<file path="config.mk">
export PLATFORM = sky130hd
export DESIGN_NAME = pdm_decimator
export DESIGN_NICKNAME = d
export VERILOG_FILES = /design/src/rtl/pdm_decimator.sv
export SDC_FILE = /design/constraint.sdc
export NUM_CORES = 1
export LEC_CHECK = 0
export CORE_UTILIZATION = 25
export DETAILED_ROUTE_END_ITERATION = 8
export GPL_ROUTABILITY_DRIVEN = 0
export SLEW_MARGIN = 15
export SYNTH_ARGS = -nofsm -noshare
export SYNTH_HDL_FRONTEND = slang
export SYNTH_SLANG_ARGS = --single-unit
</file>
<file path="constraint.sdc">
create_clock -name clk -period 18.4 [get_ports clk]
set_input_delay 2.76 -clock clk [delete_from_list [all_inputs] [get_ports clk]]
set_output_delay 2.76 -clock clk [all_outputs]
set_load 0.1 [all_outputs]
</file>
<file path="src/rtl/pdm_decimator.sv">
// pdm_decimator: 1-bit PDM to signed 16-bit PCM through a 3rd-order CIC
// decimator, arithmetic-shift scaling with saturation, and a valid/ready
// output stage with a sticky overrun flag.
module pdm_decimator #(
    parameter int DECIM = 128
) (
    input  logic        clk,
    input  logic        reset,
    input  logic        pdm_in,
    output logic [15:0] pcm_out,
    output logic        pcm_valid,
    input  logic        pcm_ready,
    output logic        overrun
);
    localparam int LOG2D = $clog2(DECIM);
    localparam int ACC_W = 2 + 3 * LOG2D;
    localparam int SHIFT = 3 * LOG2D - 15;

    localparam logic signed [ACC_W-1:0] MAX_PCM = ACC_W'(32767);
    localparam logic signed [ACC_W-1:0] MIN_PCM = -ACC_W'(32768);
    localparam logic [LOG2D-1:0]        CNT_TOP = LOG2D'(DECIM - 1);

    logic [ACC_W-1:0] x;
    logic [ACC_W-1:0] i1, i2, i3;
    logic [ACC_W-1:0] d1, d2, d3;
    logic [ACC_W-1:0] c1, c2, c3;
    logic [ACC_W-1:0] comb_res;
    logic [LOG2D-1:0] dec_cnt;
    logic [1:0]       warm;
    logic             strobe;
    logic             sample_pend;
    logic signed [ACC_W-1:0] scaled;
    logic [15:0]      sat;

    // +1 / -1 input symbol; every integrator and comb wraps modulo 2^ACC_W,
    // which the CIC relies on for exact results.
    assign x      = pdm_in ? {{(ACC_W-1){1'b0}}, 1'b1} : {ACC_W{1'b1}};
    assign strobe = (dec_cnt == CNT_TOP);

    // Comb differences use the pre-edge I3 and delay values.
    always_comb begin
        c1 = i3 - d1;
        c2 = c1 - d2;
        c3 = c2 - d3;
    end

    // Scale the comb output to 16 bits and clamp full-scale positive to 32767.
    always_comb begin
        scaled = $signed(comb_res) >>> SHIFT;
        sat    = scaled[15:0];
        if (scaled > MAX_PCM)
            sat = 16'h7fff;
        else if (scaled < MIN_PCM)
            sat = 16'h8000;
    end

    // Integrator cascade, updated every oversampled cycle.
    always_ff @(posedge clk or posedge reset) begin
        if (reset) begin
            i1 <= '0;
            i2 <= '0;
            i3 <= '0;
        end else begin
            i1 <= i1 + x;
            i2 <= i2 + i1;
            i3 <= i3 + i2;
        end
    end

    // Decimation counter; natural wrap at DECIM since DECIM is a power of two.
    always_ff @(posedge clk or posedge reset) begin
        if (reset)
            dec_cnt <= '0;
        else
            dec_cnt <= dec_cnt + LOG2D'(1);
    end

    // Comb section and warm-up: the first three strobes only prime the delays.
    always_ff @(posedge clk or posedge reset) begin
        if (reset) begin
            d1          <= '0;
            d2          <= '0;
            d3          <= '0;
            comb_res    <= '0;
            warm        <= '0;
            sample_pend <= 1'b0;
        end else begin
            sample_pend <= strobe && (warm == 2'd3);
            if (strobe) begin
                d1       <= i3;
                d2       <= c1;
                d3       <= c2;
                comb_res <= c3;
                if (warm != 2'd3)
                    warm <= warm + 2'd1;
            end
        end
    end

    // Output register with handshake; a pending sample always wins over a clear.
    always_ff @(posedge clk or posedge reset) begin
        if (reset) begin
            pcm_out   <= '0;
            pcm_valid <= 1'b0;
            overrun   <= 1'b0;
        end else if (sample_pend) begin
            pcm_out   <= sat;
            pcm_valid <= 1'b1;
            if (pcm_valid && !pcm_ready)
                overrun <= 1'b1;
        end else if (pcm_valid && pcm_ready) begin
            pcm_valid <= 1'b0;
        end
    end

endmodule

</file>
==> reports/metrics.csv <==
stage;metric;value;unit
clocking;CTS Hold Bufs;0;
sta;slew margin rel.;0.3500;
sta;final slew viol count;0;
clocking;CTS tree;yes;
run_status;status;finished, violations left;
hold_path;HP Class;reg -> reg;
synth;Synth cell types;68;
floorplan;Die W;220.7;µm
routing;drt total wl;20940;µm
clocking;Setup Buffers After CTS;0;
final_layout;ant diodes;0;
synth;Synth Instances;1182;
floorplan;Core Area;46850;µm²
setup_path;Reg-to-Reg End;comb_res[22];
setup_path;slowest stage cell, crit path;fa_1;
setup_path;Setup crit end;comb_res[22];
synth;Post-synth EDFFs;0;
routing;via/cell ratio;4.478;
placement;# port buffers;21;
routing;Detailed Routing Iterations Pass 1;8;
setup_path;CP most frequent cell;a21oi_1;
setup_path;startpoint types;flip-flop;
placement;Post-DP Area;12890;µm²
floorplan;FP Rows;79;
setup_path;Required @ worst endpoint;18.72;ns
clocking;clk slew on worst S/H paths;0.07;ns
synth;cell area after synthesis;11960;µm²
sta;Max Fclk;0.1609;GHz
global_routing;largest net degree at the start of global routing;118;
synth;post-synthesis async set-or-reset flop share;1.000;
setup_path;Max stage delay on crit path;0.40;ns
setup_path;Top delay family on crit path;compound AO/OA/AOI/OAI gates;
clocking;Sink Count;183;
global_routing;GRT Overall Usage;0.09103;
global_routing;gr ovfl total;0;
final_layout;layout cells sized above 1;0.1051;
setup_path;Critical path origin;i3[0];
sta;setup_tns;0;ns
clocking;CTS Buf Count;17;
clocking;Max clock buf depth;2;
setup_path;critical path type;reg -> reg;
synth;Synth Area per Inst;10.12;µm²
run_status;failing checks;design-rule violations;
synth;register area share after synthesis;0.3829;
setup_path;CP arrival;6.54;ns
routing;vias after detailed routing;8173;
placement;DP HPWL;15640;µm
setup_path;crit-path max FO;4;
clocking;Clock Latency Late Sink;0.44;ns
setup_path;CP Buf/Inv Count;1;
setup_path;critical path depth;26;
final_layout;Layout Area Growth over Synthesis;12.72;%
setup_path;depth of the worst register-to-register path;26;
final_layout;Non-Filler Instances;1825;
clocking;H-tree depth;4;
sta;Final setup viols;0;
global_routing;first-pass GRT wire length;36780;µm
floorplan;Initial Utilization;0.2552;
global_routing;vias in the first global route;8051;
global_routing;initial antenna violation count;0;
synth;syn_nets;1323;
sta;fin crit period;6.214;ns
final_layout;fin nets;1346;
sta;final hold vios;0;
sta;RSZ-0062 raised after global routing;no;
routing;initial DRC count;348;
placement;Placed Cells;1793;
sta;final worst-path cycle share;0.3377;
setup_path;Setup crit end kind;flip-flop;
setup_path;Worst R2R Start;i3[0];
final_layout;Final Util;0.2877;
sta;Slew @ Worst Pin;0.9719;ns
synth;yosys warns;0;
routing;DRC;2;
clocking;CTS root buf;clkbuf_16;
synth;top_reg_cell synth;dfrtp_1;
sta;Worst Skew;0.009479;ns
job;max-cap check violation count;0;
synth;Synth Register Bits;183;
routing;final antenna-violating net count;0;
floorplan;Die Height;220.7;µm
clocking;cts repair resizes;0;
final_layout;Final Cell Area;13480;µm²
setup_path;R2R setup slack;12.19;ns
routing;WL per Instance;11.47;µm
floorplan;io pins;22;
floorplan;Die ar.;48720;µm²
cells in the mapped netlist (2+ instances only):
cell type / instances / share of area
a211o_1: 4 / 0.0029
a211oi_1: 6 / 0.0038
a21boi_0: 4 / 0.0025
a21o_1: 53 / 0.033
a21oi_1: 84 / 0.035
a221oi_1: 2 / 0.0015
a31o_2: 4 / 0.0029
a31oi_1: 10 / 0.0052
a41oi_1: 2 / 0.0015
and2_1: 8 / 0.0042
and3_1: 20 / 0.010
buf_1: 7 / 0.0022
clkbuf_1: 11 / 0.0035
dfrtp_1: 183 / 0.38
fa_1: 5 / 0.0084
ha_1: 132 / 0.14
inv_1: 107 / 0.034
maj3_1: 15 / 0.013
mux2_2: 77 / 0.073
mux2i_1: 2 / 0.0017
nand2_1: 63 / 0.020
nand2b_1: 11 / 0.0058
nand3_1: 22 / 0.0092
nand4_1: 4 / 0.0021
nor2_1: 56 / 0.018
nor2b_1: 14 / 0.0073
nor3_1: 12 / 0.0050
nor3b_1: 2 / 0.0013
nor4b_1: 3 / 0.0022
o2111ai_1: 2 / 0.0015
o211ai_1: 3 / 0.0019
o21a_1: 14 / 0.0088
o21ai_0: 59 / 0.025
o21ai_1: 4 / 0.0017
o21ba_2: 2 / 0.0017
o21bai_1: 13 / 0.0082
o311ai_0: 2 / 0.0015
o31a_1: 3 / 0.0022
o31ai_1: 6 / 0.0038
o41ai_1: 2 / 0.0015
or2_2: 3 / 0.0016
or3_1: 5 / 0.0026
xnor2_1: 82 / 0.060
xnor3_1: 2 / 0.0038
xor2_1: 34 / 0.025
area by class of cell:
class	instances	area, µm²
Multi-Input combinational cell	873	6913
Sequential cell	183	4579
Clock buffer	21	470.5
Timing Repair Buffer	23	225.2
Inverter	107	409.1
Clock inverter	11	123.9
Fill cell	4849	33370
Tap cell	607	759.5
worst reg2reg max path, cell delays in order, from the launching register on:
cell	delay, ns
dfrtp_1	0.35
inv_1	0.06
ha_1	0.22
fa_1	0.40
nand2b_1	0.18
a21oi_1	0.28
nor2_1	0.11
xnor2_1	0.21
ha_1	0.29
or2_1	0.23
o31ai_1	0.07
a21oi_1	0.11
a41oi_1	0.39
nand2_1	0.10
a21o_1	0.20
xor2_1	0.19
ha_1	0.29
a211oi_1	0.24
o21bai_1	0.14
a211oi_1	0.31
a21oi_1	0.14
o21a_1	0.24
o41a_1	0.37
a211o_1	0.30
a21oi_1	0.19
xnor3_1	0.23
mux2_2	0.26
flip-flops by register name, indices dropped and copies added, names as in the netlist:
name,cells
comb_res,17
d1,23
d2,23
d3,23
dec_cnt,7
i1,23
i2,23
i3,23
overrun,1
pcm_out,16
pcm_valid,1
sample_pend,1
warm,2
cells in the final DEF, fill, tap and decap left out, drive strengths merged, types with 14 or more instances in the layout:
cell type,count
a21oi,85
mux2,77
inv,107
maj3,15
nor2,56
and3,20
o21a,14
nand3,22
xnor2,83
o21ai,63
nand2,63
dfrtp,183
clkbuf,21
ha,132
a21o,53
clkdlybuf4s50,21
nor2b,14
xor2,34
how the worst min path moves through the flow:
| stage | from | slack [ns] | end | depth (start not counted) |
|---|---|---|---|---|
| 2_1_floorplan | dec_cnt[5] | 0.44 | dec_cnt[5] | 1 |
| 3_3_place_gp | overrun | 0.45 | overrun | 1 |
| 3_5_place_dp | dec_cnt[5] | 0.46 | dec_cnt[5] | 1 |
| 4_1_cts | dec_cnt[5] | 0.47 | dec_cnt[5] | 1 |
| 5_1_grt | dec_cnt[5] | 0.50 | dec_cnt[5] | 1 |
| 6_report | dec_cnt[5] | 0.46 | dec_cnt[5] | 1 |
per-stage QoR:
step	hold slack, ns	setup slack (ns)
after floorplan	0.4375	10.67
after global placement	0.4498	11.95
after detailed placement	0.4568	11.86
after CTS	0.4679	12.11
after global routing	0.4986	11.55
final	0.4645	12.19
kinds of logic (layout without fill, tap and decap cells):
family                     Yosys count  count (layout)  share of synthesized area
AOI/OAI and AO/OA                  295             295                     0.1619
xor gates and xnor gates           119             119                    0.09008
adders and majority gates          152             152                     0.1590
buffers and inverters              126             162                    0.03965
DFF                                183             183                     0.3829
muxes                               79              79                    0.07418
and+or+nand+nor                    228             228                    0.09228
layer usage:
| layer | wire length (µm) | GRT usage | up-vias |
|---|---|---|---|
| li1 | - | - | 4242 |
| met1 | 10810 | 0.1212 | 3831 |
| met2 | 9458 | 0.1450 | 84 |
| met3 | 476 | 0.01691 | 16 |
| met4 | 198 | 0.03584 | 0 |
| met5 | 0 | 0 | - |
Power is not shown: default switching activity piles up to over one toggle a cycle in this logic, so the estimate is an artifact.
